## src/rtl/uart_tx_param.sv

```systemverilog
// uart_tx_param: parametrised UART transmitter with a valid/ready payload handshake.
//
// Frame: start bit (0), DATAWIDTH data bits LSB first, optional parity bit,
// STOP_BITS stop bits (1). Each bit lasts CLKS_PER_BIT clocks.
//
// Ports:
//   clk        system clock, rising edge
//   i_reset    synchronous active-high reset; aborts any frame in progress
//   i_data     payload, captured only on the i_valid && o_ready edge
//   i_valid    payload available
//   o_ready    high in IDLE only
//   o_tx_data  serial line, idle high (registered)
//   o_busy     high while a frame is on the line
//   o_done     one-cycle pulse on the first IDLE cycle after a frame
module uart_tx_param #(
  parameter int DATAWIDTH    = 8,
  parameter int CLKS_PER_BIT = 10416,
  parameter int PARITY       = 0,
  parameter int STOP_BITS    = 1
) (
  input  logic                 clk,
  input  logic                 i_reset,
  input  logic [DATAWIDTH-1:0] i_data,
  input  logic                 i_valid,
  output logic                 o_ready,
  output logic                 o_tx_data,
  output logic                 o_busy,
  output logic                 o_done
);

  if (DATAWIDTH < 5 || DATAWIDTH > 9) begin : g_bad_dw
    $error("uart_tx_param: DATAWIDTH must be 5..9");
  end
  if (CLKS_PER_BIT < 2) begin : g_bad_cpb
    $error("uart_tx_param: CLKS_PER_BIT must be >= 2");
  end
  if (PARITY < 0 || PARITY > 2) begin : g_bad_par
    $error("uart_tx_param: PARITY must be 0, 1 or 2");
  end
  if (STOP_BITS < 1 || STOP_BITS > 2) begin : g_bad_stop
    $error("uart_tx_param: STOP_BITS must be 1 or 2");
  end

  localparam int BW = $clog2(CLKS_PER_BIT);
  localparam int CW = $clog2(DATAWIDTH + 1);
  localparam logic [BW-1:0] BAUD_MAX = BW'(CLKS_PER_BIT - 1);
  localparam logic [BW-1:0] BAUD_ONE = BW'(1);
  localparam logic [CW-1:0] DATA_LAST = CW'(DATAWIDTH - 1);
  localparam logic [CW-1:0] STOP_LAST = CW'(STOP_BITS - 1);
  localparam logic [CW-1:0] BIT_ONE = CW'(1);

  typedef enum logic [2:0] {
    S_IDLE,
    S_START,
    S_DATA,
    S_PARITY,
    S_STOP
  } state_t;

  state_t               state_q, state_d;
  logic [BW-1:0]        baud_q, baud_d;
  logic [CW-1:0]        bit_q, bit_d;
  logic [DATAWIDTH-1:0] shift_q, shift_d;
  logic                 par_q, par_d;
  logic                 tx_q, tx_d;
  logic                 done_q, done_d;
  logic                 tick;

  assign tick = (baud_q == BAUD_MAX);

  always_comb begin
    state_d = state_q;
    baud_d  = baud_q;
    bit_d   = bit_q;
    shift_d = shift_q;
    par_d   = par_q;
    done_d  = 1'b0;

    if (state_q != S_IDLE) begin
      baud_d = tick ? '0 : baud_q + BAUD_ONE;
    end

    unique case (state_q)
      S_IDLE: begin
        if (i_valid) begin
          state_d = S_START;
          shift_d = i_data;
          // Parity is fixed at capture so later i_data changes cannot leak in.
          par_d   = (PARITY == 1) ? ~^i_data : ^i_data;
          baud_d  = '0;
          bit_d   = '0;
        end
      end
      S_START: begin
        if (tick) begin
          state_d = S_DATA;
          bit_d   = '0;
        end
      end
      S_DATA: begin
        if (tick) begin
          shift_d = shift_q >> 1;
          if (bit_q == DATA_LAST) begin
            state_d = (PARITY != 0) ? S_PARITY : S_STOP;
            bit_d   = '0;
          end else begin
            bit_d = bit_q + BIT_ONE;
          end
        end
      end
      S_PARITY: begin
        if (tick) begin
          state_d = S_STOP;
          bit_d   = '0;
        end
      end
      S_STOP: begin
        if (tick) begin
          if (bit_q == STOP_LAST) begin
            state_d = S_IDLE;
            done_d  = 1'b1;
          end else begin
            bit_d = bit_q + BIT_ONE;
          end
        end
      end
      default: state_d = S_IDLE;
    endcase

    // Line level follows the state being entered, so the pin is a clean flop.
    unique case (state_d)
      S_START:  tx_d = 1'b0;
      S_DATA:   tx_d = shift_d[0];
      S_PARITY: tx_d = par_d;
      default:  tx_d = 1'b1;
    endcase
  end

  always_ff @(posedge clk) begin
    if (i_reset) begin
      state_q <= S_IDLE;
      baud_q  <= '0;
      bit_q   <= '0;
      shift_q <= '0;
      par_q   <= 1'b0;
      tx_q    <= 1'b1;
      done_q  <= 1'b0;
    end else begin
      state_q <= state_d;
      baud_q  <= baud_d;
      bit_q   <= bit_d;
      shift_q <= shift_d;
      par_q   <= par_d;
      tx_q    <= tx_d;
      done_q  <= done_d;
    end
  end

  assign o_ready   = (state_q == S_IDLE);
  assign o_busy    = (state_q != S_IDLE);
  assign o_tx_data = tx_q;
  assign o_done    = done_q;

endmodule

```

## config.mk

```make
export PLATFORM = sky130hd
export DESIGN_NAME = uart_tx_param
export DESIGN_NICKNAME = d
export VERILOG_FILES = /design/src/rtl/uart_tx_param.sv
export SDC_FILE = /design/constraint.sdc
export NUM_CORES = 1
export LEC_CHECK = 0
export BUFFER_PORTS_ARGS = -buffer_cell sky130_fd_sc_hd__buf_2
export CAP_MARGIN = 40
export CELL_PAD_IN_SITES_DETAIL_PLACEMENT = 0
export CELL_PAD_IN_SITES_GLOBAL_PLACEMENT = 1
export CORE_MARGIN = 5
export CORE_UTILIZATION = 44
export DETAILED_ROUTE_END_ITERATION = 8
export GPL_ROUTABILITY_DRIVEN = 1
export HOLD_SLACK_MARGIN = 0.05
export PLACE_DENSITY_LB_ADDON = 0.1
export SETUP_SLACK_MARGIN = 0.15
export SLEW_MARGIN = 40
export SYNTH_ARGS = -nofsm -noshare
export SYNTH_HDL_FRONTEND = slang
export SYNTH_SLANG_ARGS = --single-unit
```

## constraint.sdc

```tcl
create_clock -name clk -period 2.4 [get_ports clk]
set_input_delay 0.24 -clock clk [delete_from_list [all_inputs] [get_ports clk]]
set_output_delay 0.24 -clock clk [all_outputs]
set_load 0.1 [all_outputs]
```

==> flow_summary.ini, run 1 <==
[sta]
setup_viol = 0
period_needed_ns = 2.060
timing.final.max_slew_violations = 0
fin_skew_ns = 0.004454
hold_violations = 0
setup_tns_ns = 0
relSlewSlack_pct = 60.48
rsz0062_at_grt = false
post-route-period-util_pct = 85.83
max_freq_mhz = 485.4
fin_ws_ns = 0.3400
worst_pin_slew_ns = 0.5928

[routing]
wire_per_inst_um = 14.22
viasPerCell = 5.820
wirelength_um = 3867
vias = 1583
detail_route.iter0.violations = 97
drc = 0
dr.pass1.iters = 4
postRouteAntennaNets = 0

[floorplan]
die_y_um = 73.81
die_area_sq_um = 5448
die_w_um = 73.81
num_rows = 23
start_util_pct = 45.12
ioPinCount = 15
core_sq_um = 3971

[place]
dp_slack_ns = 0.2699
place_area_sq_um = 1874
numPortBuffers = 14
routabilityCongestion = 0.8270
place_hpwl_um = 2804

[power_and_ir_drop]
power_frac_comb_pct = 14.4
switching_share_pct = 26.53
max-vdd-ir-drop_v = 0.0003391
intPower_w = 0.0008572
power_switching_w = 0.0003096
pwr-share-clk_pct = 37.7
p_leak_nw = 0.6750
powerDensity_nw_per_um2 = 591.3
power_frac_seq_pct = 47.9
finalPower_w = 0.001167

[worst_hold_path]
hp-class = input pin to flip-flop

[clock_network]
hold_buffers = 0
tritoncts = yes
cts.reportedPaths.clkPinSlew_ns = 0.06
cts_buffer_depth = 2
cts_sinks = 32
cts_buffers = 5
h-tree-depth = 2
clk_latency_ns = 0.28
cts-root-buf = clkbuf_8

[synthesis]
seq_area_frac_synth_pct = 35.75
yosysMostFrequentCell = dfxtp_1
synth_cell_type_count = 50
yosys-top-cells-count = dfxtp_1 (32), a21oi_1 (25), o21ai_0 (20), nor2_1 (16), nand2_1 (14)
syn_area_sq_um = 1792
synth_top_cell_area_share_pct = 35.75
ys_top_cells_by_area = dfxtp_1 (36%), a21oi_1 (7.0%), o21ai_0 (5.6%), xnor2_1 (3.4%), nor2_1 (3.4%)
synth_top_area_cell = dfxtp_1
yosys_warnings = 0
synth-seq-cells = 32
synth_fp_nets = 224
synthFlopType = dfxtp_1
async_flop_share_pct = 0
synth_area_per_cell_sq_um = 8.532
synth-edff-count = 0
synth_cells = 210

[setup_path]
path_max_fanout = 10
crit_required_ns = 2.16
worst_setup_path_end_kind = primary output
start_kind = flip-flop
worstSetupPathType = flip-flop to primary output
worstPathArrival_ns = 1.82

[global_route]
antenna_found_initial = 0
grt_max_degree = 33
grt_use_met2_pct = 24.70
overflow = 0
busiest_layer = met2
grt_pass1_wl_um = 6920
grt.total_usage_pct = 16.07
grt_pass1_vias = 1502
grt_util_met3_pct = 5.062
met1_usage_pct = 21.57

[finish]
drive_gt1_share_pct = 16.67
final_nets = 236
regArea_sq_um = 640.6
fillers = 398
area.growth.synth_to_final_pct = 10.13
fin_util_pct = 49.68
fin_area_sq_um = 1973
multi_input_area_sq_um = 1075
diodes = 0

[flow_run]
maxCapViolCount = 0

[outcome]
status = finished clean
## area by class of cell
type / count / share of cell area, %
multi-input combinational: 164 / 54.47
sequential: 32 / 32.47
clock buffer: 7 / 4.883
timing repair buffer: 16 / 4.312
tap: 50 / 3.171
inverter: 3 / 0.6975
## cells by family after synthesis
| group | share of synthesized area, % |
|---|---|
| compound gates | 24.37 |
| xor+xnor | 3.422 |
| fa+ha+maj | 2.095 |
| buf+inv | 4.400 |
| flops | 35.75 |
| mux | 0.7680 |
| simple gates | 29.19 |
## per-layer routing
metal | vias to the layer above | wire length (um)
met5 | - | 0
met4 | 0 | 43
met1 | 743 | 1888
met3 | 4 | 205
met2 | 32 | 1730
li1 | 804 | -
## stage by stage
stage	cells	hold slack, ns
after detailed placement	265	0.4637
after global routing	272	0.2249
after CTS	272	0.2123
after floorplan	210	0.3167
final	272	0.2183
after global placement	265	0.4572
## repair_timing
item	in CTS	in global routing
gates resized for setup	0	1
endpoints found under the setup margin	0	3
setup buffers	0	0
## cells in the final DEF, fill, tap and decap left out, types with 2 or more instances in the layout
cell      synthesis  final
nor2b_1           4      4
a211oi_1          3      3
dfxtp_1          32     32
inv_1             2      2
nand3_1           4      4
nor2_2            1      2
nor2_1           16     15
buf_4             3      2
nand4_1           2      2
a311oi_1          5      5
ha_1              3      3
a31oi_1           3      3
nand3b_1          5      5
clkbuf_8          0      7
or2_1             2      2
nand2b_1          3      3
o22ai_1           2      2
nor3_1            7      7
and3_1            5      5
nand2_1          14     14
or3_1             3      3
xnor2_1           7      7
o21ai_0          20     20
a22oi_1           7      7
a21oi_1          25     25
nand4b_1          2      2
buf_2             4     14
## registers in the layout, indices dropped and copies added, names as in the netlist
signal     cells
o_done         1
shift_q        8
par_q          1
state_q        3
bit_q          4
baud_q        14
o_tx_data      1
## path summary, 6_finish.rpt
check,start,to,slack [ns],cells after the start
setup / recovery,state_q[0],o_ready,0.34,3
hold / removal,i_data[7],shift_q[7],0.22,3
setup reg to reg,baud_q[0],baud_q[9],0.46,6
hold reg to reg,baud_q[13],baud_q[13],0.47,1
## worst max-delay path, stage by stage (launching register included)
cell,delay (ns)
dfxtp_1,0.41
or3_1,0.52
inv_4,0.17
buf_2,0.45
## power groups by stage
stage / Clock (W) / Combinational, W / Sequential (W)
finish: 0.000440 / 0.000168 / 0.000559
global route: 0.000475 / 0.000188 / 0.000560
CTS: 0.000457 / 0.000170 / 0.000558
detailed placement: 0 / 0.000169 / 0.000570
global placement: 0 / 0.000167 / 0.000569
floorplan: 0 / 0.000127 / 0.000576
No activity file was read; power rests on OpenSTA's default activity.
==> inputs of run 2 (changes only) <==
--- a/config.mk
+++ b/config.mk
@@ -9,7 +9,6 @@
 export CAP_MARGIN = 40
 export CELL_PAD_IN_SITES_DETAIL_PLACEMENT = 0
 export CELL_PAD_IN_SITES_GLOBAL_PLACEMENT = 1
-export CORE_MARGIN = 5
 export CORE_UTILIZATION = 44
 export DETAILED_ROUTE_END_ITERATION = 8
 export GPL_ROUTABILITY_DRIVEN = 1
==> run 2 against run 1 <==
  * Via count is 1.1% lower
  * Worst hold slack better by 0.0026 ns
  * Count of clock-buffer cells in the layout is 1 higher
  * Critical path type unchanged
  * Critical path depth stayed put
  * Clock power is 4% lower
  * Highest routed layer unchanged
  * First-iteration DRC count is 22% lower
==> flow_summary.ini, run 2 (synthesized netlist as in run 1, its figures left out) <==
[setup_path]
cpPeakStageDelay_ns = 0.54
worstSetupPathType = flip-flop to primary output
worstPathArrival_ns = 1.86
crit_slowest_cell = or3_1
crit_chain = or3_1 > inv_4 > buf_2
crit_required_ns = 2.16
path_max_fanout = 10
start_kind = flip-flop
worst_setup_path_end_kind = primary output

[power_and_ir_drop]
p_leak_nw = 0.6754
power_frac_seq_pct = 48.5
pwr-share-clk_pct = 36.7
intPower_w = 0.0008373
max-vdd-ir-drop_v = 0.0005510
switching_share_pct = 27.40
power_switching_w = 0.0003160
powerDensity_nw_per_um2 = 585.6
power_frac_comb_pct = 14.8

[floorplan]
ioPinCount = 15
die_w_um = 65.81
core_sq_um = 3771
start_util_pct = 47.51
num_rows = 22
die_area_sq_um = 4331
die_y_um = 65.81

[routing]
viasPerCell = 5.757
dr.pass1.iters = 4
drc = 0
postRouteAntennaNets = 0
vias = 1566
wirelength_um = 3950
detail_route.iter0.violations = 76
wire_per_inst_um = 14.52

[finish]
top_regs = baud_q x14, shift_q x8, bit_q x4
diodes = 0
area.growth.synth_to_final_pct = 9.916
drive_gt1_share_pct = 16.07
multi_input_area_sq_um = 1072
fin_util_pct = 52.22
final_cell_mix = dfxtp_1 (32), a21oi_1 (25), o21ai_0 (20)
regArea_sq_um = 640.6
fin_area_sq_um = 1969
fillers = 373
final_nets = 237
top_register = baud_q
final_cells = 272
layout_commonest_cell = dfxtp_1
largest_reg_flops = 14

[sta]
rsz0062_at_grt = false
setup_viol = 0
period_needed_ns = 2.100
setup_tns_ns = 0
worst_pin_slew_ns = 0.5835
fin_skew_ns = 0.003662
timing.final.max_slew_violations = 0
whs_ns = 0.2210
max_freq_mhz = 476.2
hold_violations = 0
post-route-period-util_pct = 87.49
relSlewSlack_pct = 61.10

[global_route]
antenna_found_initial = 0
grt_util_met3_pct = 4.138
grt_pass1_vias = 1482
grt_max_degree = 33
grt.total_usage_pct = 20.71
grt_use_met2_pct = 32.02
met1_usage_pct = 28.36
overflow = 0
busiest_layer = met2
grt_pass1_wl_um = 6817

[clock_network]
cts_buffer_depth = 2
clk_latency_ns = 0.28
cts-resized-gates = 0
postCtsSetupBuffers = 0
cts.reportedPaths.clkPinSlew_ns = 0.06
cts-root-buf = clkbuf_8
cts_sinks = 32
h-tree-depth = 2
hold_buffers = 0
tritoncts = yes
cts_buffers = 5

[place]
place_hpwl_um = 2807
place_area_sq_um = 1879
dp.cells = 264
numPortBuffers = 14
routabilityCongestion = 0.8397

[worst_hold_path]
hp-class = input pin to flip-flop

[flow_run]
maxCapViolCount = 0

[outcome]
status = finished clean
run 2: layout make-up:
cell class                      count  area share (%)
Clock buffer                        8           4.574
Sequential cell                    32           32.53
Multi-Input combinational cell    164           54.45
Timing Repair Buffer               17           4.701
Tap cell                           48           3.050
Inverter                            3          0.6989
run 2: layer usage:
metal  vias up  share of wire, %
li1        803                 -
met1       739                52
met2        20                44
met3         4               2.8
met4         0               1.1
met5         -                 0
run 2: power by group through the flow:
stage | Clock, W | Combinational, W | Sequential [W]
after detailed placement | 0 | 0.000171 | 0.000571
after floorplan | 0 | 0.000127 | 0.000576
after CTS | 0.000435 | 0.000171 | 0.000559
final | 0.000424 | 0.000171 | 0.000559
after global routing | 0.000459 | 0.000189 | 0.000560
after global placement | 0 | 0.000168 | 0.000570
run 2: critical path, delay by kind of cell, from the launching register on:
family / cells / cell delay (ns)
buffers and inverters: 2 / 0.63
AND/OR/NAND/NOR: 1 / 0.54
flip-flops: 1 / 0.41
run 2: through the flow:
step	power, W	worst slack [ns]
4_1_cts	0.001165	0.2999
6_report	0.001153	0.3001
3_3_place_gp	0.0007385	0.5789
3_5_place_dp	0.0007416	0.4858
5_1_grt	0.001208	0.2307
2_1_floorplan	0.0007029	0.4792
run 2: path summary, 6_finish.rpt:
check | slack (ns) | from | cells after the start | endpoint
worst max-delay path | 0.30 | state_q[0] | 3 | o_ready
worst min-delay path | 0.22 | i_data[7] | 3 | shift_q[7]
worst max register to register | 0.49 | baud_q[0] | 6 | shift_q[2]
worst min register to register | 0.48 | shift_q[5] | 2 | shift_q[5]
